**src/rtl/keypad_scanner_pkg.sv**
```systemverilog
// rtl/keypad_scanner_pkg.sv - shared key codes, matrix geometry and debounce FSM states
package keypad_scanner_pkg;

   localparam int ROWS = 4;
   localparam int COLS = 3;

   typedef logic [3:0] key_code_t;

   localparam key_code_t KEY_STAR = 4'hA;
   localparam key_code_t KEY_HASH = 4'hB;
   localparam key_code_t KEY_NONE = 4'hF;

   typedef enum logic [1:0] {
      ST_RELEASED    = 2'd0,
      ST_DEB_PRESS   = 2'd1,
      ST_PRESSED     = 2'd2,
      ST_DEB_RELEASE = 2'd3
   } deb_state_t;

   // Rows 0..2 carry digits 1..9 in reading order; row 3 is * 0 #.
   function automatic key_code_t key_map(input logic [1:0] row, input logic [1:0] col);
      key_code_t code;
      if (row == 2'd3) begin
         code = (col == 2'd0) ? KEY_STAR : ((col == 2'd1) ? 4'h0 : KEY_HASH);
      end else begin
         code = {2'b00, row} * 4'd3 + {2'b00, col} + 4'd1;
      end
      return code;
   endfunction

endpackage

```
**src/rtl/keypad_scanner_if.sv**
```systemverilog
// rtl/keypad_scanner_if.sv - debounced keypad bus towards the microwave control block
interface keypad_scanner_if;
   logic [9:0] keypad;
   logic       star_key;
   logic       hash_key;
   logic       key_strobe;

   modport master (output keypad, star_key, hash_key, key_strobe);
   modport slave  (input  keypad, star_key, hash_key, key_strobe);
endinterface

```
**src/rtl/keypad_debouncer.sv**
```systemverilog
// rtl/keypad_debouncer.sv - frame-rate debounce FSM turning raw frame codes into a stable key
module keypad_debouncer
   import keypad_scanner_pkg::*;
#(
   parameter int DEBOUNCE_SCANS = 4
) (
   input  logic      clk,
   input  logic      rst,
   input  logic      frame_valid,
   input  key_code_t frame_code,
   output key_code_t stable_code,
   output logic      strobe
);

   localparam int            CW       = $clog2(DEBOUNCE_SCANS + 1);
   localparam logic [CW-1:0] CNT_LAST = CW'(DEBOUNCE_SCANS - 1);
   localparam bit            ONE_SHOT = (DEBOUNCE_SCANS == 1);

   deb_state_t    state, state_nxt;
   key_code_t     cand, cand_nxt;
   key_code_t     stable, stable_nxt;
   logic [CW-1:0] cnt, cnt_nxt;
   logic          strobe_q, strobe_nxt;

   always_ff @(posedge clk) begin
      if (rst) begin
         state    <= ST_RELEASED;
         cand     <= KEY_NONE;
         stable   <= KEY_NONE;
         cnt      <= '0;
         strobe_q <= 1'b0;
      end else begin
         state    <= state_nxt;
         cand     <= cand_nxt;
         stable   <= stable_nxt;
         cnt      <= cnt_nxt;
         strobe_q <= strobe_nxt;
      end
   end

   // cnt only increments below CNT_LAST, so it saturates instead of wrapping.
   always_comb begin
      state_nxt  = state;
      cand_nxt   = cand;
      stable_nxt = stable;
      cnt_nxt    = cnt;
      strobe_nxt = 1'b0;
      if (frame_valid) begin
         unique case (state)
            ST_RELEASED: begin
               if (frame_code != KEY_NONE) begin
                  cand_nxt = frame_code;
                  cnt_nxt  = CW'(1);
                  if (ONE_SHOT) begin
                     state_nxt  = ST_PRESSED;
                     stable_nxt = frame_code;
                     strobe_nxt = 1'b1;
                  end else begin
                     state_nxt = ST_DEB_PRESS;
                  end
               end
            end
            ST_DEB_PRESS: begin
               if (frame_code == cand) begin
                  if (cnt >= CNT_LAST) begin
                     state_nxt  = ST_PRESSED;
                     stable_nxt = cand;
                     strobe_nxt = 1'b1;
                  end else begin
                     cnt_nxt = cnt + CW'(1);
                  end
               end else if (frame_code == KEY_NONE) begin
                  state_nxt = ST_RELEASED;
               end else begin
                  cand_nxt = frame_code;
                  cnt_nxt  = CW'(1);
               end
            end
            ST_PRESSED: begin
               if (frame_code != stable) begin
                  cand_nxt = frame_code;
                  cnt_nxt  = CW'(1);
                  if (ONE_SHOT) begin
                     stable_nxt = frame_code;
                     state_nxt  = (frame_code == KEY_NONE) ? ST_RELEASED : ST_PRESSED;
                     strobe_nxt = (frame_code != KEY_NONE);
                  end else begin
                     state_nxt = ST_DEB_RELEASE;
                  end
               end
            end
            ST_DEB_RELEASE: begin
               if (frame_code == stable) begin
                  state_nxt = ST_PRESSED;
               end else if (frame_code == cand) begin
                  if (cnt >= CNT_LAST) begin
                     stable_nxt = cand;
                     state_nxt  = (cand == KEY_NONE) ? ST_RELEASED : ST_PRESSED;
                     strobe_nxt = (cand != KEY_NONE);
                  end else begin
                     cnt_nxt = cnt + CW'(1);
                  end
               end else begin
                  cand_nxt = frame_code;
                  cnt_nxt  = CW'(1);
               end
            end
         endcase
      end
   end

   always_comb begin
      stable_code = stable;
      strobe      = strobe_q;
   end

endmodule

```
**src/rtl/keypad_scanner.sv**
```systemverilog
// rtl/keypad_scanner.sv - 4x3 matrix row scan, frame assembly and debounced keypad bus output
module keypad_scanner
   import keypad_scanner_pkg::*;
#(
   parameter int SCAN_DIV       = 1000,
   parameter int DEBOUNCE_SCANS = 4
) (
   input  logic                     clk,
   input  logic                     rst,
   input  logic [COLS-1:0]          col_n,
   output logic [ROWS-1:0]          row_n,
   keypad_scanner_if.master         kp
);

   localparam int DW = $clog2(SCAN_DIV);

   logic [COLS-1:0] col_meta, col_sync;
   logic [DW-1:0]   dwell;
   logic [1:0]      row_idx;
   logic [1:0]      acc_hits, row_hits, tot_hits;
   logic [2:0]      hit_sum;
   key_code_t       acc_code, row_code, tot_code;
   logic            frame_valid;
   key_code_t       frame_code;
   key_code_t       stable_code;
   logic            deb_strobe;
   logic            dwell_last;

   assign dwell_last = (dwell == DW'(SCAN_DIV - 1));
   assign row_n      = ~(4'b0001 << row_idx);

   // Hit count saturates at 2: anything beyond one key is rejected the same way.
   always_comb begin
      row_hits = 2'd0;
      row_code = KEY_NONE;
      for (int c = 0; c < COLS; c++) begin
         if (!col_sync[c]) begin
            row_hits = row_hits + 2'd1;
            row_code = key_map(row_idx, 2'(c));
         end
      end
      hit_sum  = {1'b0, acc_hits} + {1'b0, row_hits};
      tot_hits = (hit_sum >= 3'd2) ? 2'd2 : hit_sum[1:0];
      tot_code = (acc_hits != 2'd0) ? acc_code : row_code;
   end

   always_ff @(posedge clk) begin
      if (rst) begin
         col_meta    <= 3'b111;
         col_sync    <= 3'b111;
         dwell       <= '0;
         row_idx     <= 2'd0;
         acc_hits    <= 2'd0;
         acc_code    <= KEY_NONE;
         frame_valid <= 1'b0;
         frame_code  <= KEY_NONE;
      end else begin
         col_meta    <= col_n;
         col_sync    <= col_meta;
         frame_valid <= 1'b0;
         if (dwell_last) begin
            dwell   <= '0;
            row_idx <= row_idx + 2'd1;
            if (row_idx == 2'd3) begin
               frame_valid <= 1'b1;
               frame_code  <= (tot_hits == 2'd1) ? tot_code : KEY_NONE;
               acc_hits    <= 2'd0;
               acc_code    <= KEY_NONE;
            end else begin
               acc_hits <= tot_hits;
               acc_code <= tot_code;
            end
         end else begin
            dwell <= dwell + DW'(1);
         end
      end
   end

   keypad_debouncer #(
      .DEBOUNCE_SCANS (DEBOUNCE_SCANS)
   ) u_debouncer (
      .clk         (clk),
      .rst         (rst),
      .frame_valid (frame_valid),
      .frame_code  (frame_code),
      .stable_code (stable_code),
      .strobe      (deb_strobe)
   );

   always_comb begin
      kp.keypad     = (stable_code <= 4'd9) ? (10'd1 << stable_code) : 10'd0;
      kp.star_key   = (stable_code == KEY_STAR);
      kp.hash_key   = (stable_code == KEY_HASH);
      kp.key_strobe = deb_strobe;
   end

endmodule

```
**src/flat_wrapper.sv**
```systemverilog
// flat-port wrapper written by rule: the top's interface ports become plain ports
module keypad_scanner_flat import keypad_scanner_pkg::*;
#(
   parameter int SCAN_DIV       = 1000,
   parameter int DEBOUNCE_SCANS = 4
)
  (clk, rst, col_n, row_n, kp_keypad, kp_star_key, kp_hash_key, kp_key_strobe);
  keypad_scanner_if kp_i ();
  input  logic clk;
  input  logic rst;
  input  logic [COLS-1:0] col_n;
  output logic [ROWS-1:0] row_n;
  output wire logic [$bits(kp_i.keypad)-1:0] kp_keypad;
  output wire logic [$bits(kp_i.star_key)-1:0] kp_star_key;
  output wire logic [$bits(kp_i.hash_key)-1:0] kp_hash_key;
  output wire logic [$bits(kp_i.key_strobe)-1:0] kp_key_strobe;
  assign kp_keypad = kp_i.keypad;
  assign kp_star_key = kp_i.star_key;
  assign kp_hash_key = kp_i.hash_key;
  assign kp_key_strobe = kp_i.key_strobe;
  keypad_scanner #(.SCAN_DIV(SCAN_DIV), .DEBOUNCE_SCANS(DEBOUNCE_SCANS)) u_core (.clk(clk), .rst(rst), .col_n(col_n), .row_n(row_n), .kp(kp_i));
endmodule
```
**config.mk**
```make
export PLATFORM = sky130hd
export DESIGN_NAME = keypad_scanner_flat
export DESIGN_NICKNAME = d
export VERILOG_FILES = /design/src/rtl/keypad_scanner_pkg.sv /design/src/rtl/keypad_scanner_if.sv /design/src/rtl/keypad_debouncer.sv /design/src/rtl/keypad_scanner.sv /design/src/flat_wrapper.sv
export SDC_FILE = /design/constraint.sdc
export NUM_CORES = 1
export LEC_CHECK = 0
export CELL_PAD_IN_SITES_DETAIL_PLACEMENT = 0
export CELL_PAD_IN_SITES_GLOBAL_PLACEMENT = 1
export CORE_MARGIN = 2
export CORE_UTILIZATION = 46
export DETAILED_ROUTE_END_ITERATION = 12
export PLACE_DENSITY_LB_ADDON = 0.1
export SLEW_MARGIN = 15
export SYNTH_ARGS = -nofsm -noshare
export SYNTH_HDL_FRONTEND = slang
export SYNTH_SLANG_ARGS = --single-unit
```
**constraint.sdc**
```tcl
create_clock -name clk -period 5.9 [get_ports clk]
set_input_delay 0.59 -clock clk [delete_from_list [all_inputs] [get_ports clk]]
set_output_delay 0.59 -clock clk [all_outputs]
set_load 0.05 [all_outputs]
```
; Word-level counts from Yosys, hierarchy flattened
; Index checks and enable logic that the tools add are counted.
[op_classes]
bitwise = 3
n_lt_le_gt_ge = 3
add_sub_neg = 10
shift = 2
n_mux = 51
div = 0
multipliers = 1
reduce_logical = 11
n_eq_ne = 26
[ops]
columns = op, count
row1 = $mux 4, 18
row2 = $mux 2, 13
row3 = $mux 3, 7
row4 = $eq 4x4->1 const B, 4
row5 = $pmux 4 s4, 1
row6 = $ne 3x3->1 const B, 5
row7 = $reduce_and 7->1, 2
row8 = $add 4x1->4 const B, 3
row9 = $ne 2x2->1 const B, 6
row10 = $pmux 3 s4, 1
row11 = $add 10x1->10 const B, 1
row12 = $eq 10x10->1 const B, 1
row13 = $mux 10, 1
row14 = $shl 1x4->10 const A, 1
row15 = $eq 4x4->1, 2
row16 = $ne 4x4->1 const B, 2
row17 = $pmux 2 s4, 1
row18 = $pmux 4 s2, 1
row19 = $mux 1, 7
row20 = $eq 2x2->1 const B, 3
row21 = $ge 3x2->1 const B, 2
row22 = $reduce_or 2->1, 3
row23 = $reduce_and 5->1, 1
row24 = $add 2x1->2 const B, 2
row25 = 16 further kinds, 19
[word_totals]
mem_bits_ro = 0
ramBits = 0
input_bits = 5
regBits = 43
latch_bits = 0
elab_cells = 120
n_memories = 0
out_inout_bits = 17

; Longest topological paths before layout
[depth]
ltp_word = 10
mapped_depth = 10
ltp_nobuf = 10

; Modules after synthesis
; A second synthesis with hierarchy kept.
[hier_totals]
cells_unflattened = 252
hier_area_um2 = 2348.5
[by_module_without_submodules]
columns = mod, n_inst, cells_per_inst, seq_area_each_um2, area_each_um2
row1 = keypad_scanner, 1, 166, 580.6, 1544.0
row2 = keypad_debouncer, 1, 86, 280.3, 804.5

; Worst setup path after synthesis
; No wires, ideal clock.
[synth_path]
kind = flip-flop to output port
from = register u_core.u_debouncer.stable[3], in the netlist u_core.u_debouncer.stable_code[3]
to = output port kp_keypad[0]
arrival_ns = 1.993
path_stages_with_launch = 3
t_required_ns = 5.310
path_buffers = 1
setup_slack_ns = 3.317
cell_sequence = dfxtp_1 buf_2 nor4_1
[synth_via]
elab_chain_cells = 2
[synth_rtl]
columns = element, line
row1 = from (decl), keypad_debouncer.sv:21  ; key_code_t stable, stable_nxt;
row2 = from (signal assigned), keypad_debouncer.sv:35  ; stable <= stable_nxt;
row3 = $le 4x4->1 / $shl 1x4->10 (equally long branches), keypad_scanner.sv:91  ; kp.keypad = (stable_code <= 4'd9) ? (10'd1 << stable_code) : 10'd0;
row4 = $mux 10 (*), keypad_scanner.sv:91
row5 = to (decl), flat_wrapper.sv:13  ; output wire logic [$bits(kp_i.keypad)-1:0] kp_keypad;
; Every way passes the cells marked *; elsewhere a longest branch is shown, timed or not.

; Worst setup path after layout
[layout_path]
from = register u_core.row_idx[0]
to = output port row_n[3]
[layout_via]
elab_chain_cells = 2
[layout_rtl]
columns = element, line
row1 = from (decl), keypad_scanner.sv:19  ; logic [1:0] row_idx;
row2 = from (signal assigned), keypad_scanner.sv:63  ; row_idx <= row_idx + 2'd1;
row3 = $shl 1x2->4, keypad_scanner.sv:30  ; assign row_n = ~(4'b0001 << row_idx);
row4 = $not 4->4, keypad_scanner.sv:30
row5 = to (decl), flat_wrapper.sv:12  ; output logic [ROWS-1:0] row_n;
; No other way between the ends.

==> flow_summary_export.csv <==
group,metric,value,unit
yosys,synth_seq_cells,43,
detailed_routing,routed_wl,4.20,mm
placement,placed_area,0.00253,sq mm
worst_hold_path,whs_endpoint,"u_core.col_sync[1]$_SDFF_PP1_",
setup_path,rr_worst_depth,9,
final_layout,finish.utilization,55.0,%
clock_network,cts_setup_buffers,0,
sta,rsz0062_at_grt,"no",
clock_network,cts-root-buf,"clkbuf_8",
floorplanning,die_h,74.6,um
floorplanning,fp.dieW,74.6,um
placement,dp_hpwl,3.09,mm
placement,pre_cts_slack,3.37,ns
placement,dp_cells,339,
sta,relSlewSlack,59.0,%
clock_network,clk_pin_slew,0.07,ns
global_routing,grt_pass1_wl,7.21,mm
setup_path,crit_fanout,10,
setup_path,crit_path_end_kind,"primary output",
setup_path,worstReg2RegEnd,"u_core.frame_code[3]$_SDFFE_PP1P_",
detailed_routing,drcViolationCount,0,
clock_network,worstSkewPairLatency,0.29,ns
sta,setup_tns,0,ns
clock_network,postCtsResizedCells,0,
yosys,ys_async_sr_fraction,0,%
sta,fin_crit,2.64,ns
sta,final.setup_skew,0.00408,ns
yosys,netlist-cell-type-count,45,
detailed_routing,route.vias.total,1795,
floorplanning,die-area,0.00556,sq mm
clock_network,cts_max_level,2,
detailed_routing,drtPass1Iterations,4,
detailed_routing,vias_per_cell,5.19,
global_routing,grt_pass1_vias,1581,
yosys,synth_edf_count,0,
sta,slew_violations,0,
final_layout,layout_commonest_cell,"dfxtp_1",
global_routing,antenna_found_initial,0,
floorplanning,io_pins,22,
detailed_routing,drt_iter0_markers,53,
final_layout,fill_cells,467,
yosys,ys_seq_area_share,37.6,%
final_layout,fin_nets,298,
final_layout,register_area,861,sq um
setup_path,required,5.31,ns
final_layout,fin_cells,346,
yosys,syn_inst,264,
setup_path,r2r_slack,3.37,ns
yosys,ys_warn_count,0,
sta,setup_slack,3.26,ns
worst_hold_path,min-delay-start,"u_core.col_meta[1]$_SDFF_PP1_",
sta,fmax,379,MHz
clock_network,ctsHoldBuffers,0,
final_layout,syn_to_final_growth,14.1,%
yosys,ys.flop_type,"dfxtp_1",
sta,setup_viol,0,
yosys,syn_area_per_cell,8.68,sq um
worst_hold_path,hold_depth,1,
setup_path,crit_type,"reg2out",
floorplanning,design.core.area,0.00475,sq mm
detailed_routing,wl_per_cell,12.1,um
clock_network,clockBufferDepth,2,
setup_path,worstPathArrival,2.05,ns
run,drv_cap,0,
sta,fin_crit_sh,44.8,%
global_routing,grt_usage,16.8,%
placement,gp_congestion,0.810,
setup_path,cp-start-kind,"flip-flop",
floorplanning,num_rows,25,
sta,worst_pin_slew,0.612,ns
final_layout,multi_input_area,0.00132,sq mm
placement,port_buffers,21,
worst_hold_path,hold_class,"reg2reg",
final_layout,mostFrequentLayoutCells,"dfxtp_1, nor2_1, clkdlybuf4s50_1",
global_routing,grt.overflow.total,0,
power,power_leakage,0.00103,uW
yosys,syn_nets,283,
clock_network,clkSinkCount,43,
power,pwr_density_cell,194,mW/mm^2
clock_network,cts_tree,"done",
final_layout,final_area,0.00261,sq mm
setup_path,r2r-start,"u_core.col_sync[1]$_SDFF_PP1_",
yosys,netlist_area,0.00229,sq mm
global_routing,grt_max_degree,35,
sta,hold_violations,0,
run_status,status,"finished clean",
clock_network,cts_buffers,5,
final_layout,drive_gt1_share,8.24,%
power,ir_drop,0.000117,V
final_layout,antenna_cells,0,
detailed_routing,antenna_left,0,
floorplanning,start_util,48.2,%
registers in the layout, indices dropped and copies added (netlist names), 3 cells and up:
signal and count:
u_core.dwell 10, u_core.u_debouncer.cand 4, u_core.acc_code 4, u_core.u_debouncer.stable_code 4, u_core.u_debouncer.cnt 3, u_core.col_sync 3
u_core.col_meta 3, u_core.frame_code 4
where the power goes:
group / internal, uW / leakage (uW) / switching [uW]
Clock: 91.9 / 0.0000470 / 96.7
Combinational: 9.57 / 0.000631 / 12.0
Sequential: 294 / 0.000349 / 2.71
cell usage after synthesis (3+ instances only):
| library cell | count | area (sq um) |
|---|---|---|
| and3_1 | 3 | 18.8 |
| a21oi_1 | 9 | 45.0 |
| dfxtp_1 | 43 | 861 |
| nor4_1 | 3 | 18.8 |
| xnor2_1 | 9 | 78.8 |
| and4_1 | 3 | 26.3 |
| o21ai_0 | 7 | 35.0 |
| nand3_1 | 3 | 15.0 |
| nor3_1 | 16 | 80.1 |
| nand4_1 | 8 | 50.1 |
| buf_2 | 5 | 25.0 |
| nand2b_1 | 5 | 31.3 |
| nor2_1 | 36 | 135 |
| mux2i_1 | 10 | 100 |
| or2_2 | 8 | 50.1 |
| ha_1 | 13 | 163 |
| inv_1 | 11 | 41.3 |
| xor2_1 | 9 | 78.8 |
| nand2_1 | 18 | 67.6 |
| clkbuf_1 | 8 | 30.0 |
how the worst max path moves through the flow:
stage | from | to | slack, ns
3_5_place_dp | u_core.col_sync[1]$_SDFF_PP1_ | u_core.frame_code[3]$_SDFFE_PP1P_ | 3.37
6_report | u_core.row_idx[0]$_SDFFE_PP0N_ | row_n[3] | 3.26
2_1_floorplan | u_core.u_debouncer.stable_code[3]$_SDFFE_PP1P_ | kp_keypad[0] | 3.32
5_1_grt | u_core.row_idx[0]$_SDFFE_PP0N_ | row_n[3] | 3.11
4_1_cts | u_core.row_idx[0]$_SDFFE_PP0N_ | row_n[3] | 3.24
3_3_place_gp | u_core.col_sync[1]$_SDFF_PP1_ | u_core.frame_code[3]$_SDFFE_PP1P_ | 3.46
layer usage:
metal | track usage (%) | wire (um) | vias to the layer above
met5 | 0 | 0 | -
met4 | 6.15 | 60 | 0
met3 | 4.20 | 128 | 6
met2 | 25.9 | 1870 | 22
met1 | 22.9 | 2140 | 822
li1 | - | - | 945
kinds of logic (layout without fill, tap and decap cells):
group,Yosys count,after routing,synth area share [%]
AO/OA/AOI/OAI,37,37,11.2
XOR/XNOR,18,18,6.88
adder cells (fa/ha/maj),14,14,7.97
buffers and inverters,25,40,4.70
flip-flops,43,43,37.6
multiplexers,12,12,5.35
AND/OR/NAND/NOR,115,115,26.3
critical path: stages, from the launching register on:
cell             delay (ns)
dfxtp_1                0.45
ha_1                   0.44
inv_1                  0.14
clkdlybuf4s50_1        0.72
final cells by class:
| cell class | count | area share (%) |
|---|---|---|
| multi-input combinational | 196 | 50.6 |
| tap | 67 | 3.21 |
| clock buffer | 6 | 3.16 |
| inverter | 11 | 1.58 |
| timing repair buffer | 22 | 8.33 |
| clock inverter | 1 | 0.191 |
| sequential | 43 | 32.9 |
per-stage QoR:
stage / hold slack (ns) / total power (uW)
3_5_place_dp: 0.393 / 325
2_1_floorplan: 0.389 / 318
5_1_grt: 0.442 / 527
4_1_cts: 0.415 / 514
3_3_place_gp: 0.405 / 325
6_report: 0.416 / 506
Power figures use the tool's default switching activity.
